$ cat src/rtl/apb_cmd_master.sv
// apb_cmd_master: queues valid/ready commands and issues them as
// two-phase APB transfers, reporting each one on a response strobe.
module apb_cmd_master #(
  parameter int ADDR_W     = 8,
  parameter int DATA_W     = 8,
  parameter int FIFO_DEPTH = 4,
  parameter int TIMEOUT    = 16
) (
  input  logic              PCLK,
  input  logic              PRESET,
  input  logic              cmd_valid,
  output logic              cmd_ready,
  input  logic              cmd_write,
  input  logic [ADDR_W-1:0] cmd_addr,
  input  logic [DATA_W-1:0] cmd_wdata,
  output logic              PSEL,
  output logic              PENABLE,
  output logic              PWRITE,
  output logic [ADDR_W-1:0] PADDR,
  output logic [DATA_W-1:0] PWDATA,
  input  logic [DATA_W-1:0] PRDATA,
  input  logic              PREADY,
  output logic              rsp_valid,
  output logic              rsp_write,
  output logic [DATA_W-1:0] rsp_rdata,
  output logic              rsp_err,
  output logic              busy
);

  localparam int PW = (FIFO_DEPTH > 1) ? $clog2(FIFO_DEPTH) : 1;
  localparam int CW = $clog2(FIFO_DEPTH + 1);
  localparam int TW = $clog2(TIMEOUT + 1);

  typedef struct packed {
    logic              wr;
    logic [ADDR_W-1:0] addr;
    logic [DATA_W-1:0] wdata;
  } cmd_t;

  typedef enum logic [1:0] {
    IDLE   = 2'd0,
    SETUP  = 2'd1,
    ACCESS = 2'd2
  } state_t;

  cmd_t          mem [FIFO_DEPTH];
  cmd_t          head;
  logic [PW-1:0] wp, rp;
  logic [CW-1:0] cnt;
  logic          push, pop, empty;

  state_t        state, state_n;
  logic [TW-1:0] wcnt;
  logic          done, last_wait;

  assign cmd_ready = (cnt != CW'(FIFO_DEPTH));
  assign empty     = (cnt == '0);
  assign push      = cmd_valid && cmd_ready;
  assign head      = mem[rp];
  assign busy      = (state != IDLE) || !empty;
  assign last_wait = (wcnt == TW'(TIMEOUT - 1));

  always_ff @(posedge PCLK) begin
    if (push)
      mem[wp] <= '{wr: cmd_write, addr: cmd_addr, wdata: cmd_wdata};
  end

  always_ff @(posedge PCLK) begin
    if (PRESET) begin
      wp  <= '0;
      rp  <= '0;
      cnt <= '0;
    end else begin
      if (push) wp <= wp + PW'(1);
      if (pop)  rp <= rp + PW'(1);
      cnt <= cnt + CW'(push) - CW'(pop);
    end
  end

  always_ff @(posedge PCLK) begin
    if (PRESET) state <= IDLE;
    else        state <= state_n;
  end

  always_comb begin
    state_n = state;
    pop     = 1'b0;
    done    = 1'b0;
    unique case (state)
      IDLE: begin
        if (!empty) begin
          pop     = 1'b1;
          state_n = SETUP;
        end
      end
      SETUP: state_n = ACCESS;
      ACCESS: begin
        // A timeout completes the transfer just like PREADY does.
        if (PREADY || last_wait) begin
          done = 1'b1;
          if (!empty) begin
            pop     = 1'b1;
            state_n = SETUP;
          end else begin
            state_n = IDLE;
          end
        end
      end
      default: state_n = IDLE;
    endcase
  end

  always_ff @(posedge PCLK) begin
    if (PRESET) begin
      PSEL      <= 1'b0;
      PENABLE   <= 1'b0;
      PWRITE    <= 1'b0;
      PADDR     <= '0;
      PWDATA    <= '0;
      rsp_valid <= 1'b0;
      rsp_write <= 1'b0;
      rsp_rdata <= '0;
      rsp_err   <= 1'b0;
      wcnt      <= '0;
    end else begin
      PSEL      <= (state_n != IDLE);
      PENABLE   <= (state_n == ACCESS);
      rsp_valid <= done;
      rsp_write <= done && PWRITE;
      rsp_err   <= done && !PREADY;
      rsp_rdata <= (done && PREADY && !PWRITE) ? PRDATA : '0;
      if (pop) begin
        PWRITE <= head.wr;
        PADDR  <= head.addr;
        PWDATA <= head.wr ? head.wdata : '0;
        wcnt   <= '0;
      end else if (state == ACCESS && !PREADY) begin
        wcnt <= wcnt + TW'(1);
      end
    end
  end

endmodule

$ cat config.mk
export PLATFORM = sky130hd
export DESIGN_NAME = apb_cmd_master
export DESIGN_NICKNAME = d
export VERILOG_FILES = /design/src/rtl/apb_cmd_master.sv
export SDC_FILE = /design/constraint.sdc
export NUM_CORES = 1
export LEC_CHECK = 0
export BUFFER_PORTS_ARGS = -buffer_cell sky130_fd_sc_hd__clkbuf_2
export CAP_MARGIN = 20
export CELL_PAD_IN_SITES_DETAIL_PLACEMENT = 1
export CELL_PAD_IN_SITES_GLOBAL_PLACEMENT = 1
export CORE_ASPECT_RATIO = 0.75
export CORE_MARGIN = 8
export CORE_UTILIZATION = 30
export DETAILED_ROUTE_END_ITERATION = 16
export GPL_ROUTABILITY_DRIVEN = 1
export PLACE_DENSITY_LB_ADDON = 0.1
export SLEW_MARGIN = 20
export SYNTH_ARGS = -nofsm -noshare
export SYNTH_HDL_FRONTEND = slang
export SYNTH_SLANG_ARGS = --single-unit
$ cat constraint.sdc
create_clock -name PCLK -period 3.8 [get_ports PCLK]
set_input_delay 1.14 -clock PCLK [delete_from_list [all_inputs] [get_ports PCLK]]
set_output_delay 1.14 -clock PCLK [all_outputs]
set_load 0.02 [all_outputs]
After elaboration in Yosys (flattened, before gate mapping)
Memory sizes are Yosys's and may differ from the RTL's. A register that Yosys moved wholly into a read port is not among the register bits.
Index checks and enable logic that the tools add are counted.

operators by class
  $add $sub $neg = 5
  $mul = 0
  divide/modulo/power cells = 0
  magnitude comparators = 0
  equal/unequal tests = 5
  shifts and indexed selects = 0
  multiplexer cells = 14
  bitwise operators = 1
  reductions and logical operators = 17

operators by type and width
  kind                                                                   number
  2-bit two-way mux                                                      4
  8-bit two-way mux                                                      1
  1-bit two-way mux                                                      7
  1-bit logical AND                                                      6
  2-bit one-hot mux with 3 select lines                                  1
  5-bit by 1-bit adder with 5-bit output, second input constant          1
  5-bit by 4-bit equality test with 1-bit output, second input constant  1
  2-bit by 1-bit adder with 2-bit output, second input constant          2
  2-bit equality test, second input constant                             2
  2-bit nonzero test                                                     2
  2-bit OR reduction                                                     2
  3-bit by 1-bit adder with 3-bit output                                 1
  1-bit logical NOT                                                      3
  3-bit logical NOT                                                      1
  3-bit != test, second input constant                                   1
  3-bit by 1-bit subtractor with 3-bit output                            1
  2-bit by 1-bit equality test with 1-bit output, second input constant  1
  2-bit logical NOT                                                      1
  1-bit logical OR                                                       2
  1-bit one-hot mux with 2 select lines                                  1
  1-bit inverter                                                         1

storage, ports and cells
  register bits = 44
  bits in latches = 0
  RAM bits = 68
  memory bits (read-only) = 0
  logic and storage cells = 57
  memories kept = 1

memory list
  memory  words  bits a word  read ports  clocked after memory_dff  wr ports  RTL line  RTL
  mem     4      17           1           1                         1         46        cmd_t mem [FIFO_DEPTH];

Longest topological paths before layout
  depth after elaboration = 8
  depth in mapped cells = 13

Worst setup path after synthesis
Ideal clock, no wire load.

  path kind = input to register
  start = in PREADY
  end = reg cnt[2]
  setup time = 0.128 ns
  arrival = 2.897 ns
  data required time = 3.672 ns
  slack = 0.776 ns
  stages = 10
  path buffers = 1
  cells stage by stage = nor3b_2 > nor3_1 > buf_2 > ha_1 > inv_1 > ha_1 > fa_1 > xnor2_1 > xnor2_1 > nor2_1

between the ends
  cells in the longest elaborated chain, start to end = 4

RTL lines
  element                                      RTL line  RTL
  start: declaration                           22        input logic PREADY,
  1-bit logical OR                             99        if (PREADY || last_wait) begin
  1-bit two-way mux                            99
  1-bit one-hot mux with 2 select lines        89        unique case (state)
  named net pop                                50        logic push, pop, empty;
  3-bit by 1-bit subtractor with 3-bit output  76        cnt <= cnt + CW'(push) - CW'(pop);
  end signal: assignment                       76
  end: declaration                             49        logic [CW-1:0] cnt;

The timed path passes the listed nets, and every way through them passes these cells.
A chain may end at the register's enable or synchronous reset.

Worst setup path in the final report
  start = reg cnt[1]
  end = out busy

between the ends
  cells in the longest elaborated chain, start to end = 3

RTL lines
  element            RTL line  RTL
  3-bit logical NOT  57        assign empty = (cnt == '0);
  1-bit logical NOT  --
  1-bit logical OR   60        assign busy = (state != IDLE) || !empty;
  end: declaration   27        output logic busy

Every way passes these cells.

==> reports/summary.txt <==
Status - finished clean
Ys async rst share - 0%
Number of cells on the worst hold path - 2
Sink Count - 114
F_max - 324 MHz
Final routed DRC violation total - 0
Largest net degree at the start of global routing - 24
Post-layout nets - 393
Max clock buf depth - 2
Antenna Violating Nets Remaining - 0
First-pass GRT wire length - 15800 um
#FFs+latches synth - 114
Simple-gate share of the synthesized area - 9.60%
Reg2reg start - wcnt[0]
Crit-path cells - or3_1 > or3_1 > clkbuf_2
CTS tree - built
# diodes - 0
Synth top cells by count - edfxtp_1 (68), dfxtp_1 (46), mux4_2 (17), a21oi_1 (14), inv_1 (13)
Post-Syn Area - 4340 um2
Initial antenna violation count - 0
Post-CTS Hold Buffers - 0
Crit path required time - 2.66 ns
Leakage - 2.02 nW
Synth Area in Adders - 2.77%
HP Start - PWDATA[3]
Area grow syn2layout - 26.1%
Pre-antenna DRT Iters - 4
Primary FF master, synth - edfxtp_1
Area leader, netlist - edfxtp_1
H-tree levels - 4
Compound-cell area share of the yosys netlist - 6.17%
Total Routing Usage GR - 11.4%
R2r endpoint - cnt[2]
Worst setup EP type - output port
Synth warn - 0
MaxCap Viol Count - 0
Fraction of layout cells with a size suffix above 1 - 34.8%
Finished Layout Cells - 568
CORE AREA - 14300 um2
Post-CTS Setup Inserts - 0
Drt initial violations - 148
Clk slew on worst S/H paths - 0.06 ns
Final WL - 10100 um
Part of the cycle the worst path needs - 81.2%
Critical-path top delay cell - or3_1
Worst Hold Class - flop to flop
Ports - 61
Mux contribution to synthesized area - 9.31%
DIE AREA - 18600 um2
Setup violations, final - 0
Share of the synthesized area in the top cell type - 47.0%
CP Class - flop to output port
Min Tclk post-route - 3.08 ns
Most numerous cell in the Yosys netlist - edfxtp_1
DR vias/cell - 4.59
Worst setup path startpoint - cnt[1]
Most used cell, CP - or3_1
Crit start category - flop
Chip width - 155 um
Fill cells - 1493
Skew final - 0.00827 ns
Largest cells by area after synthesis - edfxtp_1 (47%), dfxtp_1 (21%), mux4_2 (8.8%), ha_1 (2.3%), o31ai_1 (1.7%)
Starting Density - 30.3%
Post-synthesis sequential area ratio - 68.3%
Number of global-route vias before repair - 2811
Worst path arrival time - 1.94 ns
Reg2Reg Depth - 12
Root Driver - clkbuf_16
Post_cts resized - 0
Max-slew headroom - 47.1%
Post-DP HPWL - 6610 um
Cell variety after synth - 43
Chip height - 120 um
GPL Wtd Cong - 0.679
Clk_lat worst skew - 0.40 ns
Placed Cells - 536
Area of the multi-input gates - 1240 um2
Critical path buffer and inverter count - 1
Unrepaired setup endpoints after global routing - false
# port buffers - 60
Crit Path Max Fanout - 11
GR Overflow Total - 0
Setup tns final - 0 ns
Final Slew Violations - 0
Mapped Cells - 282
Least-Margin Pin Slew - 0.792 ns
Final number of hold-violating endpoints - 0
VDD IR max - 362 uV
PwrDens - 777 nW/um2
Syn_nets - 320
Register area - 2960 um2
XOR/XNOR Fraction of Synth Area - 0.807%
WL/cell - 17.7 um
Count of flip-flops with a built-in enable after synthesis - 68
Cts bufs inserted - 17
Rows - 38
Largest family of logic cells by synthesized area - simple AND/OR/NAND/NOR gates
Via count - 2605
Reg2Reg Setup Slack - 1.15 ns
Top cell family by delay on the critical path - simple AND/OR/NAND/NOR gates
Critical Path Max Stage Delay - 0.59 ns
Average size of a mapped cell - 15.4 um2
Hold Path End - PWDATA[3]
## worst reg2reg max path, delay by kind of cell, from the launching register on
family	cells	cell delay, ns
xor+xnor	2	0.31
fa+ha+maj	5	1.31
buf+inv	1	0.04
flops	1	0.33
simple gates	4	0.56
## how the worst max path moves through the flow
| stage | cells past startpoint | end |
|---|---|---|
| CTS | 3 | busy |
| finish | 3 | busy |
| global placement | 10 | cnt[2] |
| detailed placement | 10 | cnt[2] |
| floorplan | 10 | cnt[2] |
| global route | 3 | busy |
## state kept, by name, indices dropped and copies added, names as in the netlist, named ones only
| register | flops |
|---|---|
| mem | 68 |
| rsp_err | 1 |
| rp | 2 |
| cnt | 3 |
| PENABLE | 1 |
| rsp_valid | 1 |
| PSEL | 1 |
| state | 2 |
| wcnt | 5 |
| wp | 2 |
| PWRITE | 1 |
| PWDATA | 8 |
| rsp_write | 1 |
| PADDR | 8 |
| rsp_rdata | 8 |
## final cells by class
type / count / area share (%)
flip-flops and latches: 114 / 54.1
multi-input cells: 137 / 22.7
clock buffers: 17 / 7.77
repair buffers: 70 / 6.86
well taps: 200 / 4.57
clock inverters: 15 / 2.93
inverters: 15 / 1.03
## layout by cell type, fill, tap and decap left out, types with 2 or more instances in the layout
cell,count
a21o_1,2
a21oi_1,14
and2_1,9
and3_1,5
buf_4,10
bufinv_16,2
clkbuf_16,17
clkbuf_2,60
clkinv_1,3
clkinv_4,4
clkinvlp_4,4
dfxtp_1,46
edfxtp_1,68
ha_1,8
inv_1,13
inv_6,3
mux4_2,17
nand2_1,10
nand3_1,3
nand4_1,9
nor2_1,8
nor2b_1,3
nor3_1,5
nor3b_2,2
o31ai_1,10
o32ai_1,7
or3_1,3
or3b_1,2
or3b_2,2
xnor2_1,4
## metal layers
metal	GRT usage (%)	vias to the layer above	part of all wire (%)
met5	0	-	0
met4	4.58	0	1.2
met3	4.31	10	5.7
met2	17.2	59	45
met1	14.4	1294	48
li1	-	1242	-
## logic make-up after synthesis
family          Yosys count
compound gates           38
buf+inv                  31
simple gates             67
flops                   114
fa+ha+maj                 9
mux                      19
xor+xnor                  4
## power by group
part / switching (mW) / internal, mW / total (mW) / leakage, nW
registers: 0.171 / 1.51 / 1.68 / 0.998
logic: 0.581 / 0.442 / 1.02 / 0.750
clock network: 0.585 / 0.969 / 1.55 / 0.274
## per-stage QoR
step           util (%)  hold WS [ns]  power, mW  setup slack (ns)  area (um2)
4_1_cts            38.2         0.480       4.34             0.680        5470
3_3_place_gp       34.2         0.469       2.74             0.827        4890
3_5_place_dp       34.2         0.471       2.75             0.788        4890
5_1_grt            38.2         0.497       4.49             0.606        5470
2_1_floorplan         -         0.476       2.39             0.776        4340
6_report           38.2         0.473       4.25             0.716        5470
Power figures use the tool's default switching activity.
